**config.mk**
```make
export PLATFORM = sky130hd
export DESIGN_NAME = time_field_counter
export DESIGN_NICKNAME = d
export VERILOG_FILES = /design/src/rtl/time_pkg.sv /design/src/rtl/time_field_counter_bin2bcd.sv /design/src/rtl/time_field_counter.sv
export SDC_FILE = /design/constraint.sdc
export NUM_CORES = 1
export LEC_CHECK = 0
export ABC_AREA = 0
export BUFFER_PORTS_ARGS = -buffer_cell sky130_fd_sc_hd__buf_2
export CORE_UTILIZATION = 45
export DETAILED_ROUTE_END_ITERATION = 6
export GPL_ROUTABILITY_DRIVEN = 0
export MAX_ROUTING_LAYER = met4
export PLACE_DENSITY = 0.65
export SLEW_MARGIN = 10
export SYNTH_ARGS = -nofsm -noshare
export SYNTH_HDL_FRONTEND = slang
export SYNTH_SLANG_ARGS = --single-unit
```
**constraint.sdc**
```tcl
create_clock -name clk -period 6.8 [get_ports clk]
set_input_delay 1.36 -clock clk [delete_from_list [all_inputs] [get_ports clk]]
set_output_delay 1.36 -clock clk [all_outputs]
set_load 0.02 [all_outputs]
```
**src/rtl/time_pkg.sv**
```systemverilog
// Shared definitions for the clock/calendar time fields: key FSM states,
// a ceiling-log2 width helper and the largest legal BCD digit.
package time_pkg;

  typedef enum logic [1:0] {
    KEY_IDLE   = 2'd0,
    KEY_HOLD   = 2'd1,
    KEY_REPEAT = 2'd2
  } key_state_t;

  localparam logic [3:0] BCD_DIGIT_MAX = 4'd9;

  // Bits needed to hold 0..n-1, never less than one.
  function automatic int clog2(input int n);
    int r;
    int v;
    r = 0;
    v = n - 1;
    while (v > 0) begin
      r = r + 1;
      v = v >>> 1;
    end
    if (r < 1) begin
      r = 1;
    end else begin
      r = r;
    end
    return r;
  endfunction

endpackage

```
**src/rtl/time_field_counter_bin2bcd.sv**
```systemverilog
// Combinational two-digit binary to BCD converter for values 0..99,
// shared by the hour and minute fields.
module bin2bcd_2dig
  import time_pkg::*;
#(
  parameter int W = 7
) (
  input  logic [W-1:0] i_bin,
  output logic [7:0]   o_bcd
);

  logic [7:0] w_rem;
  logic [3:0] w_tens;

  // Repeated subtraction of ten; nine passes cover the whole 0..99 range.
  always_comb begin
    w_rem  = 8'(i_bin);
    w_tens = 4'd0;
    for (int i = 0; i < 9; i++) begin
      if (w_rem >= 8'd10) begin
        w_rem  = w_rem - 8'd10;
        w_tens = w_tens + 4'd1;
      end else begin
        w_rem  = w_rem;
      end
    end
    o_bcd = {w_tens, w_rem[3:0]};
  end

endmodule

```
**src/rtl/time_field_counter.sv**
```systemverilog
// One time field (seconds, minutes, hours...): wraps at MAX, advanced by a
// run-mode tick or by up/down keys with auto-repeat in set mode, BCD loadable.
module time_field_counter
  import time_pkg::*;
#(
  parameter int MAX         = 59,
  parameter int SEL_ID      = 1,
  parameter int REPEAT_DLY  = 50_000_000,
  parameter int REPEAT_RATE = 12_500_000,
  localparam int W          = clog2(MAX + 1)
) (
  input  logic         clk,
  input  logic         reset,
  input  logic [3:0]   sel,
  input  logic         up,
  input  logic         down,
  input  logic         run,
  input  logic         tick,
  input  logic         load,
  input  logic [7:0]   load_bcd,
  output logic [W-1:0] value,
  output logic [7:0]   bcd,
  output logic         carry_out,
  output logic         borrow_out,
  output logic         load_err
);

  localparam int            CNT_SPAN  = (REPEAT_DLY > REPEAT_RATE) ? REPEAT_DLY : REPEAT_RATE;
  localparam int            CW        = clog2(CNT_SPAN);
  localparam logic [CW-1:0] DLY_LAST  = CW'(REPEAT_DLY - 1);
  localparam logic [CW-1:0] RATE_LAST = CW'(REPEAT_RATE - 1);
  localparam logic [W-1:0]  MAX_V     = W'(MAX);
  localparam logic [7:0]    MAX_8     = 8'(MAX);
  localparam logic [3:0]    SEL_V     = 4'(SEL_ID);

  logic [W-1:0]  r_value, w_value_nxt;
  logic          r_carry, w_carry_nxt;
  logic          r_borrow, w_borrow_nxt;
  logic          r_err, w_err_nxt;
  logic          r_up_q, r_down_q;
  logic          r_armed;
  key_state_t    r_state, w_state_nxt;
  logic [CW-1:0] r_cnt, w_cnt_nxt;
  logic          r_dir_up, w_dir_up_nxt;
  logic          w_step_up, w_step_dn;

  logic          w_set_en, w_up_rise, w_dn_rise, w_held;
  logic          w_load_ok;
  logic [7:0]    w_load_num;
  logic [W-1:0]  w_inc_val, w_dec_val;
  logic          w_inc_wrap, w_dec_wrap;

  assign w_set_en  = ~run & (sel == SEL_V);
  // r_armed spends the first cycle after reset sampling the keys, so a key
  // held through reset release is not mistaken for a fresh press.
  assign w_up_rise = r_armed & up & ~r_up_q;
  assign w_dn_rise = r_armed & down & ~r_down_q;
  assign w_held    = r_dir_up ? (up & ~down) : (down & ~up);

  assign w_load_num = ({4'd0, load_bcd[7:4]} * 8'd10) + {4'd0, load_bcd[3:0]};
  assign w_load_ok  = (load_bcd[7:4] <= BCD_DIGIT_MAX) && (load_bcd[3:0] <= BCD_DIGIT_MAX)
                      && (w_load_num <= MAX_8);

  assign w_inc_wrap = (r_value == MAX_V);
  assign w_dec_wrap = (r_value == {W{1'b0}});
  assign w_inc_val  = w_inc_wrap ? {W{1'b0}} : r_value + W'(1);
  assign w_dec_val  = w_dec_wrap ? MAX_V : r_value - W'(1);

  // Key FSM next state: single step on press, delayed then periodic repeat.
  always_comb begin
    w_state_nxt  = r_state;
    w_cnt_nxt    = r_cnt;
    w_dir_up_nxt = r_dir_up;
    w_step_up    = 1'b0;
    w_step_dn    = 1'b0;
    case (r_state)
      KEY_IDLE: begin
        w_cnt_nxt = {CW{1'b0}};
        if (!w_set_en) begin
          w_state_nxt = KEY_IDLE;
        end else if (w_up_rise && !down) begin
          w_step_up    = 1'b1;
          w_dir_up_nxt = 1'b1;
          w_state_nxt  = KEY_HOLD;
        end else if (w_dn_rise && !up) begin
          w_step_dn    = 1'b1;
          w_dir_up_nxt = 1'b0;
          w_state_nxt  = KEY_HOLD;
        end else begin
          w_state_nxt = KEY_IDLE;
        end
      end
      KEY_HOLD, KEY_REPEAT: begin
        if (!w_set_en || !w_held) begin
          w_state_nxt = KEY_IDLE;
          w_cnt_nxt   = {CW{1'b0}};
        end else if (r_cnt == ((r_state == KEY_HOLD) ? DLY_LAST : RATE_LAST)) begin
          w_step_up   = r_dir_up;
          w_step_dn   = ~r_dir_up;
          w_state_nxt = KEY_REPEAT;
          w_cnt_nxt   = {CW{1'b0}};
        end else begin
          w_cnt_nxt = r_cnt + CW'(1);
        end
      end
      default: begin
        w_state_nxt = KEY_IDLE;
        w_cnt_nxt   = {CW{1'b0}};
      end
    endcase
  end

  // Value update: load beats a key step beats a run tick; one change per cycle.
  always_comb begin
    w_value_nxt  = r_value;
    w_carry_nxt  = 1'b0;
    w_borrow_nxt = 1'b0;
    w_err_nxt    = 1'b0;
    if (load) begin
      if (w_load_ok) begin
        w_value_nxt = w_load_num[W-1:0];
      end else begin
        w_err_nxt = 1'b1;
      end
    end else if (w_step_up || (run && tick)) begin
      w_value_nxt = w_inc_val;
      w_carry_nxt = w_inc_wrap;
    end else if (w_step_dn) begin
      w_value_nxt  = w_dec_val;
      w_borrow_nxt = w_dec_wrap;
    end else begin
      w_value_nxt = r_value;
    end
  end

  // State, key history and registered outputs.
  always_ff @(posedge clk or posedge reset) begin
    if (reset) begin
      r_value  <= {W{1'b0}};
      r_carry  <= 1'b0;
      r_borrow <= 1'b0;
      r_err    <= 1'b0;
      r_up_q   <= 1'b0;
      r_down_q <= 1'b0;
      r_armed  <= 1'b0;
      r_state  <= KEY_IDLE;
      r_cnt    <= {CW{1'b0}};
      r_dir_up <= 1'b0;
    end else begin
      r_value  <= w_value_nxt;
      r_carry  <= w_carry_nxt;
      r_borrow <= w_borrow_nxt;
      r_err    <= w_err_nxt;
      r_up_q   <= up;
      r_down_q <= down;
      r_armed  <= 1'b1;
      r_state  <= w_state_nxt;
      r_cnt    <= w_cnt_nxt;
      r_dir_up <= w_dir_up_nxt;
    end
  end

  bin2bcd_2dig #(.W(W)) u_bin2bcd (
    .i_bin (r_value),
    .o_bcd (bcd)
  );

  assign value      = r_value;
  assign carry_out  = r_carry;
  assign borrow_out = r_borrow;
  assign load_err   = r_err;

endmodule

```
Word level (Yosys, flattened, before mapping)
Index checks and enable logic that the tools add are counted.
Widths: inputs -> output; s select.
{ "word_totals": {"regBits": 41, "input_bits": 19, "out_inout_bits": 17, "word_cells": 137} }
{ "classes": {"n_addsub": 21, "multipliers": 1, "magnitude_cmp": 12, "eq_ne": 7, "n_mux": 55, "bitwise_logic": 13, "n_reduce_logical": 18} }
{ "ops": {"columns": ["op", "count"], "rows": [
  ["$mux 26", 4],
  ["$ge 8x4->1 const B", 8],
  ["$mux 8", 8],
  ["$sub 8x4->8 const B", 7],
  ["$mux 4", 9],
  ["$mux 6", 6],
  ["$add 4x1->4 const B", 7],
  ["$add 26x1->26 const B", 1],
  ["$eq 26x26->1", 1],
  ["$mux 1", 23],
  ["$add 8x4->8", 1],
  ["$le 4x4->1 const B", 2],
  ["$le 8x6->1 const B", 1],
  ["$and 1x1->1", 7],
  ["$mul 4x3->7 const B", 1],
  ["$sub 6x4->7 const B", 1],
  ["$add 6x1->6 const B", 1],
  ["$eq 6x6->1 const B", 1],
  ["$ge 6x4->1 const B", 1],
  ["$logic_not 6->1", 1],
  ["$not 1->1", 6],
  ["$sub 6x1->6 const B", 1],
  ["$logic_and 1x1->1", 5],
  ["$eq 4x1->1 const B", 1],
  ["other kinds (17)", 23]
]} }

Longest topological paths before layout
Gate-level depths: netlist of run 1.
{ "depth": {"ltp_word": 18, "mapped_depth": 30, "mapped_depth_nobuf": 28} }

Hierarchy
Synthesis of run 1 repeated with hierarchy kept, for this count alone.
{ "hier_totals": {"hier_cells": 590, "hier_area_um2": 4814.6} }
{ "modules_own_cells": {"columns": ["module", "instances", "cells_each", "area_per_inst_um2"], "rows": [
  ["time_field_counter", 1, 318, 2831.5],
  ["bin2bcd_2dig", 1, 272, 1983.2]
]} }

Least setup slack after synthesis of run 1
Ideal clock, no wire load.
{ "synth_path": {"kind": "reg2out", "from": "register r_value[1] (netlist: value[1])", "to": "output bcd[5]", "arrival_time_ns": 6.427, "t_required_ns": 5.440, "path_slack_ns": -0.987, "stages_incl_launch_ff": 28, "path_buffers": 2, "cell_sequence": "dfrtp_1 > clkbuf_1 > inv_1 > ha_1 > and2b_1 > or3_1 > buf_6 > clkinv_4 > nor4_1 > a211oi_1 > or4_1 > o22a_2 > nand2_1 > mux2_2 > ha_1 > mux2_2 > ha_1 > a21boi_0 > or2_2 > ha_1 > inv_1 > o21ai_0 > ha_1 > inv_1 > o21ai_0 > ha_1 > inv_1 > o21ai_0"} }
{ "synth_between": {"elab_chain_len": 18} }
{ "synth_lines": {"columns": ["item", "line_no", "source"], "rows": [
  ["start: declaration", "time_field_counter.sv:36", "logic [W-1:0] r_value, w_value_nxt;"],
  ["start signal: assignment", "time_field_counter.sv:139", "r_value <= {W{1'b0}};"],
  ["start signal: assignment", "time_field_counter.sv:150", "r_value <= w_value_nxt;"],
  ["$sub 6x4->7 / $ge 6x4->1 (equally long branches)", "time_field_counter_bin2bcd.sv:21, time_field_counter_bin2bcd.sv:20", null],
  ["$mux 8 / $mux 1 (equally long branches)", "time_field_counter_bin2bcd.sv:20", "if (w_rem >= 8'd10) begin"],
  ["$sub 8x4->8, or another cell as far along", "time_field_counter_bin2bcd.sv:21", "w_rem = w_rem - 8'd10;"],
  ["$mux 8 / $mux 4 (equally long branches)", "time_field_counter_bin2bcd.sv:20", null],
  ["$sub 8x4->8, or another cell as far along", "time_field_counter_bin2bcd.sv:21", null],
  ["$mux 8 / $mux 4 (equally long branches)", "time_field_counter_bin2bcd.sv:20", null],
  ["$sub 8x4->8, or another cell as far along", "time_field_counter_bin2bcd.sv:21", null],
  ["$mux 8 / $mux 4 (equally long branches)", "time_field_counter_bin2bcd.sv:20", null],
  ["[2 not listed]", null, null],
  ["$sub 8x4->8, or another cell as far along", "time_field_counter_bin2bcd.sv:21", null],
  ["$mux 8 / $mux 4 (equally long branches)", "time_field_counter_bin2bcd.sv:20", null],
  ["$sub 8x4->8, or another cell as far along", "time_field_counter_bin2bcd.sv:21", null],
  ["$mux 8 / $mux 4 (equally long branches)", "time_field_counter_bin2bcd.sv:20", null],
  ["$sub 8x4->8, or another cell as far along", "time_field_counter_bin2bcd.sv:21", null],
  ["$mux 8 / $mux 4 (equally long branches)", "time_field_counter_bin2bcd.sv:20", null],
  ["$ge 8x4->1 / $add 4x1->4 (equally long branches)", "time_field_counter_bin2bcd.sv:20, time_field_counter_bin2bcd.sv:22", null],
  ["$mux 4 *", "time_field_counter_bin2bcd.sv:20", null],
  ["end: declaration", "time_field_counter.sv:22", "output logic [7:0] bcd,"]
]} }
Mark *: on every way between the ends. The rest lies on a longest branch, timed or not.

Worst setup path in the final report of run 1
{ "layout_path": {"from": "register r_value[1] (netlist: value[1])", "to": "output bcd[6]"} }
Same word-level chain as after synthesis.

==> results of run 1 <==
## flip-flops by register name, summed over array words and instances, names as in the netlist
signal,flops
r_state,2
r_up_q,1
load_err,1
r_armed,1
carry_out,1
r_cnt,26
value,6
r_down_q,1
r_dir_up,1
borrow_out,1
## timing repair
action | 4_1_cts | 5_1_grt
pin swaps | 16 | 10
endpoints found under the setup margin | 5 | 5
resized for setup | 39 | 24
cloned | 0 | 0
setup buffers | 9 | 4
## per-layer routing
metal / GRT usage (%) / up-vias / share of wire, %
li1: - / 2229 / -
met1: 33.3 / 2181 / 45
met2: 42.5 / 129 / 49
met3: 2.23 / 26 / 3.8
met4: 6.02 / 0 / 2.4
met5: - / - / 0
## stage by stage
step | setup TNS, ps | instance area (µm²) | utilization [%]
finish | -714 | 5860 | 63.1
global route | -1780 | 5860 | 63.1
CTS | -602 | 5730 | 61.7
detailed placement | -676 | 5380 | 58.0
global placement | -186 | 5380 | 58.0
floorplan | -639 | 4500 | -
## kinds of logic after synthesis
kind of cell / synth area share [%]
flops: 23.6
other cells: 0.0864
buf+inv: 4.44
fa+ha+maj: 8.71
mux: 1.90
compound gates: 25.6
xor+xnor: 9.92
simple gates: 25.7
## cell type report
| cell class | count | area share [%] |
|---|---|---|
| clock buffer | 6 | 1.41 |
| clock inverter | 1 | 0.128 |
| inverter | 25 | 2.11 |
| multi-input combinational | 460 | 60.0 |
| sequential | 41 | 17.5 |
| tap | 129 | 2.75 |
| timing repair buffer | 135 | 16.1 |
## worst paths after layout
check                            from  cells past startpoint  slack [ps]       end
hold reg to reg              r_cnt[0]                      1         490  r_cnt[0]
hold / removal               r_cnt[0]                      1         490  r_cnt[0]
setup / recovery             value[1]                     24        -280    bcd[6]
min in group asynchronous       reset                      3        1180  r_down_q
setup reg to reg           r_state[1]                     11        3220  value[5]
max in group asynchronous       reset                      3        5250  value[1]
## synth_stat cells, types with 3 or more instances
library cell,instances
a21o_1,7
or3_1,3
nand2b_1,5
a211oi_1,7
dfrtp_1,41
o211ai_1,5
and2_1,11
buf_1,3
nand3_1,25
nor2_1,59
o21ai_0,30
a31oi_1,4
nor4_1,6
or4_1,3
o21ai_1,6
o31a_1,3
ha_1,27
nor3_1,14
nand4_1,7
mux2_2,3
xor2_1,25
and3_1,9
o22ai_1,5
inv_1,23
a21oi_1,33
clkbuf_1,10
nand2_1,58
o21a_1,5
xnor2_1,21
nor2b_1,3
## worst max-delay path, delay by kind of cell (launching register included)
kind            cells  cell delay, ps
mux                 2             530
fa+ha+maj           5            1030
buf+inv             4             320
flops               1             480
simple gates        6            1920
compound gates      5             890
xor+xnor            2             240
==> impl_metrics.ini, run 1 <==
[outcome]
status = finished, violations left
failed_checks = negative setup slack

[floorplan]
num_io_pins = 36
num_rows = 35
start_util_pct = 46.8
coreArea_um2 = 9280
die_h_um = 100
dieWidth_um = 100
die-area_um2 = 10000

[clock_network]
cts_sinks = 41
h-tree-depth = 2
holdBufCountCts = 0
clockBufferDepth = 2
path_clk_slew_ps = 80
cts_made_buffers = 5
cts_tree = done
clockRootBuffer = clkbuf_8
clkLatencyLatePin_ps = 290

[synth]
synth_top_area_share_pct = 23.6
synthArstFlopShare_pct = 100
ys_seq_elements = 41
synth_area_um2 = 4340
synth.area.top_cells = dfrtp_1 24%, ha_1 7.8%, nor2_1 5.1%
netlist_instances = 544
ys_types = 91
ys.flop_type = dfrtp_1
syn-num-nets = 592
yosysTopAreaCell = dfrtp_1
syn_avg_cell_area_um2 = 7.98
synth_enable_flop_cells = 0
yosys_warnings = 0
yosysSeqAreaShare_pct = 23.6

[critical_path]
cp_cell_sequence = inv_8 -> ha_4 -> and2b_2 -> or3_4 -> mux2i_2 -> or4_4 -> o22a_4 -> o221a_4 -> or3_4 -> mux2_4 -> ha_4 -> a21boi_4 -> or2_4 -> ha_4 -> inv_4 -> o21ai_4 -> ha_1 -> inv_2 -> o21ai_1 -> ha_2 -> xnor2_1 -> nor2_1 -> xnor2_2 -> buf_4
cp_max_fo = 4
cpPeakStageDelay_ps = 550
crit_top_cell = ha_4
critical_path_arrival_ps = 5720
path_class = reg -> out
cp.required_ps = 5440
worst_setup_path_end_kind = output port
critPathLaunchType = register
cp_slowest_cell = or4_4

[finish]
drive_above_1_share_pct = 34.9
antenna-diode-count = 0
layout_common_cells = 104 x buf_4, 58 x nor2_1, 56 x nand2_1
final_cells = 797
area_growth_pct = 35.1
fin_nets = 716
layout_commonest_cell = buf_4
seq_area_um2 = 1030
multi_input_area_um2 = 3520
n_fill_cell = 838

[routing]
drtPass1Iterations = 5
postRouteAntennaNets = 0
post-route-drc-count = 0
vias = 4565
wl_per_cell_um = 14.8
wirelength_mm = 11.8
via_per_inst = 5.73
drt_iter0_drc = 260

[min_path]
holdCritPathClass = reg -> reg

[timing]
worst_pin_slew_ps = 1000
hold_viol = 0
slew_headroom_pct = 33.3
fin_skew_ps = 13.7
rsz0062_at_grt = yes
setup_slack_ps = -282
min_period_ps = 7080
fmax_mhz = 141
slew_violations = 0
setup_violations = 4
hold_ws_ps = 491
fin_crit_sh_pct = 104

[placed_design]
dp_cells = 777
dp_slack_ps = -227
hpwl_mm = 8.91
port_buffers = 35

[global_routing]
grt_pass1_vias = 4408
antenna_found_initial = 0
track_usage_pct = 25.4
grt_pass1_wl_mm = 20.3
grt_max_degree = 42
gr-total-overflow = 0

[flow_run]
maxCapViolCount = 0
Power of run 1 is not shown: default switching activity piles up to over one toggle a cycle in this logic, so the estimate is an artifact.
==> run 2, diff against run 1 <==
Settings changed: CORE_MARGIN set to 2, PLACE_DENSITY 0.65 to unset.
Clock period 6.8 ns to 8.6 ns, I/O delays scaled along.
==> impl_metrics.ini, run 2 (synthesis results as in run 1) <==
[timing]
min_period_ps = 8240
slew_violations = 0
rsz0062_at_grt = no
setup_violations = 0
slew_headroom_pct = 34.2
hold_viol = 0
fmax_mhz = 121
hold_ws_ps = 498
setup_tns_ps = 0
worst_pin_slew_ps = 987
fin_skew_ps = 14.9
fin_crit_sh_pct = 95.8

[critical_path]
critPathLaunchType = register
cp.required_ps = 6880
path_class = reg -> out
cpPeakStageDelay_ps = 560
critical_path_arrival_ps = 6520
cp_max_fo = 12
cp_slowest_cell = or4_1
worst_setup_path_end_kind = output port
crit_top_cell = ha_1

[min_path]
holdCritPathClass = reg -> reg

[clock_network]
cts_sinks = 41
clkLatencyLatePin_ps = 300
path_clk_slew_ps = 80
clockRootBuffer = clkbuf_8
holdBufCountCts = 0
clockBufferDepth = 2
cts_setup_buffers = 0
cts_tree = done
cts_made_buffers = 5
h-tree-depth = 2

[global_routing]
track_usage_pct = 21.3
grt_pass1_wl_mm = 17.8
grt_pass1_vias = 3815
grt.met3_usage_pct = 1.98
grt_max_degree = 42
met2_usage_pct = 35.1
top_usage_layer = met2
gr-total-overflow = 0
met1_usage_pct = 28.5
antenna_found_initial = 0

[floorplan]
die_h_um = 102
num_rows = 35
coreArea_um2 = 9280
start_util_pct = 46.8
num_io_pins = 36
die-area_um2 = 10400
dieWidth_um = 102

[finish]
layout_common_cells = 58 x nand2_1, 58 x nor2_1, 41 x dfrtp_1
fin_nets = 625
area_growth_pct = 10.6
antenna-diode-count = 0
n_fill_cell = 929
largest_reg_flops = 26
drive_above_1_share_pct = 15.2
top_register = r_cnt

[routing]
postRouteAntennaNets = 0
wirelength_mm = 10.3
drtPass1Iterations = 5
wl_per_cell_um = 14.6
drt_iter0_drc = 175
via_per_inst = 5.77
post-route-drc-count = 0
vias = 4079

[outcome]
status = finished clean

[placed_design]
hpwl_mm = 8.10
port_buffers = 35

[flow_run]
maxCapViolCount = 0
[run 2: what timing repair did]
| item | 4_1_cts | 5_1_grt |
|---|---|---|
| setup endpoints to repair | 0 | 3 |
| resized for setup | 0 | 4 |
| hold endpoints to repair | 0 | 0 |
[run 2: layer usage]
layer	routed length (µm)	vias up
met5	0	-
met4	111	0
met3	286	12
met2	4910	80
met1	5010	1943
li1	-	2044
[run 2: area by class of cell]
| cell class | instances | area, µm² | share of cell area (%) |
|---|---|---|---|
| clock buffer | 5 | 68.8 | 1.43 |
| sequential | 41 | 1030 | 21.4 |
| timing repair buffer | 44 | 243 | 5.06 |
| multi-input combinational | 460 | 3130 | 65.2 |
| tap | 129 | 161 | 3.36 |
| inverter | 25 | 104 | 2.16 |
| clock inverter | 3 | 68.8 | 1.43 |
[run 2: worst paths after layout]
| path | from | endpoint | slack [ps] | cells past startpoint |
|---|---|---|---|---|
| min | r_cnt[0] | r_cnt[0] | 500 | 1 |
| max in group asynchronous | reset | r_cnt[9] | 6690 | 3 |
| min in group asynchronous | reset | value[1] | 1540 | 3 |
| min reg2reg | r_cnt[0] | r_cnt[0] | 500 | 1 |
| max reg2reg | r_state[0] | value[5] | 5010 | 10 |
| max | value[1] | bcd[6] | 360 | 27 |
[run 2: metrics by stage]
stage          instances  instance area, µm²  setup slack, ps  util, %
6_report             707                4800              363     51.7
2_1_floorplan        544                4340              453        -
3_3_place_gp         699                4660              600     50.1
5_1_grt              707                4800             4.26     51.7
4_1_cts              707                4790             59.1     51.6
3_5_place_dp         699                4660              406     50.1
[run 2: worst max-delay path, delay by kind of cell, from the launching register on]
family / cells / cell delay, ps
simple gates: 7 / 1860
fa+ha+maj: 6 / 1600
flops: 1 / 380
compound gates: 4 / 740
xor+xnor: 3 / 370
mux: 2 / 680
buf+inv: 5 / 560
Power of run 2 is left out for the same reason.
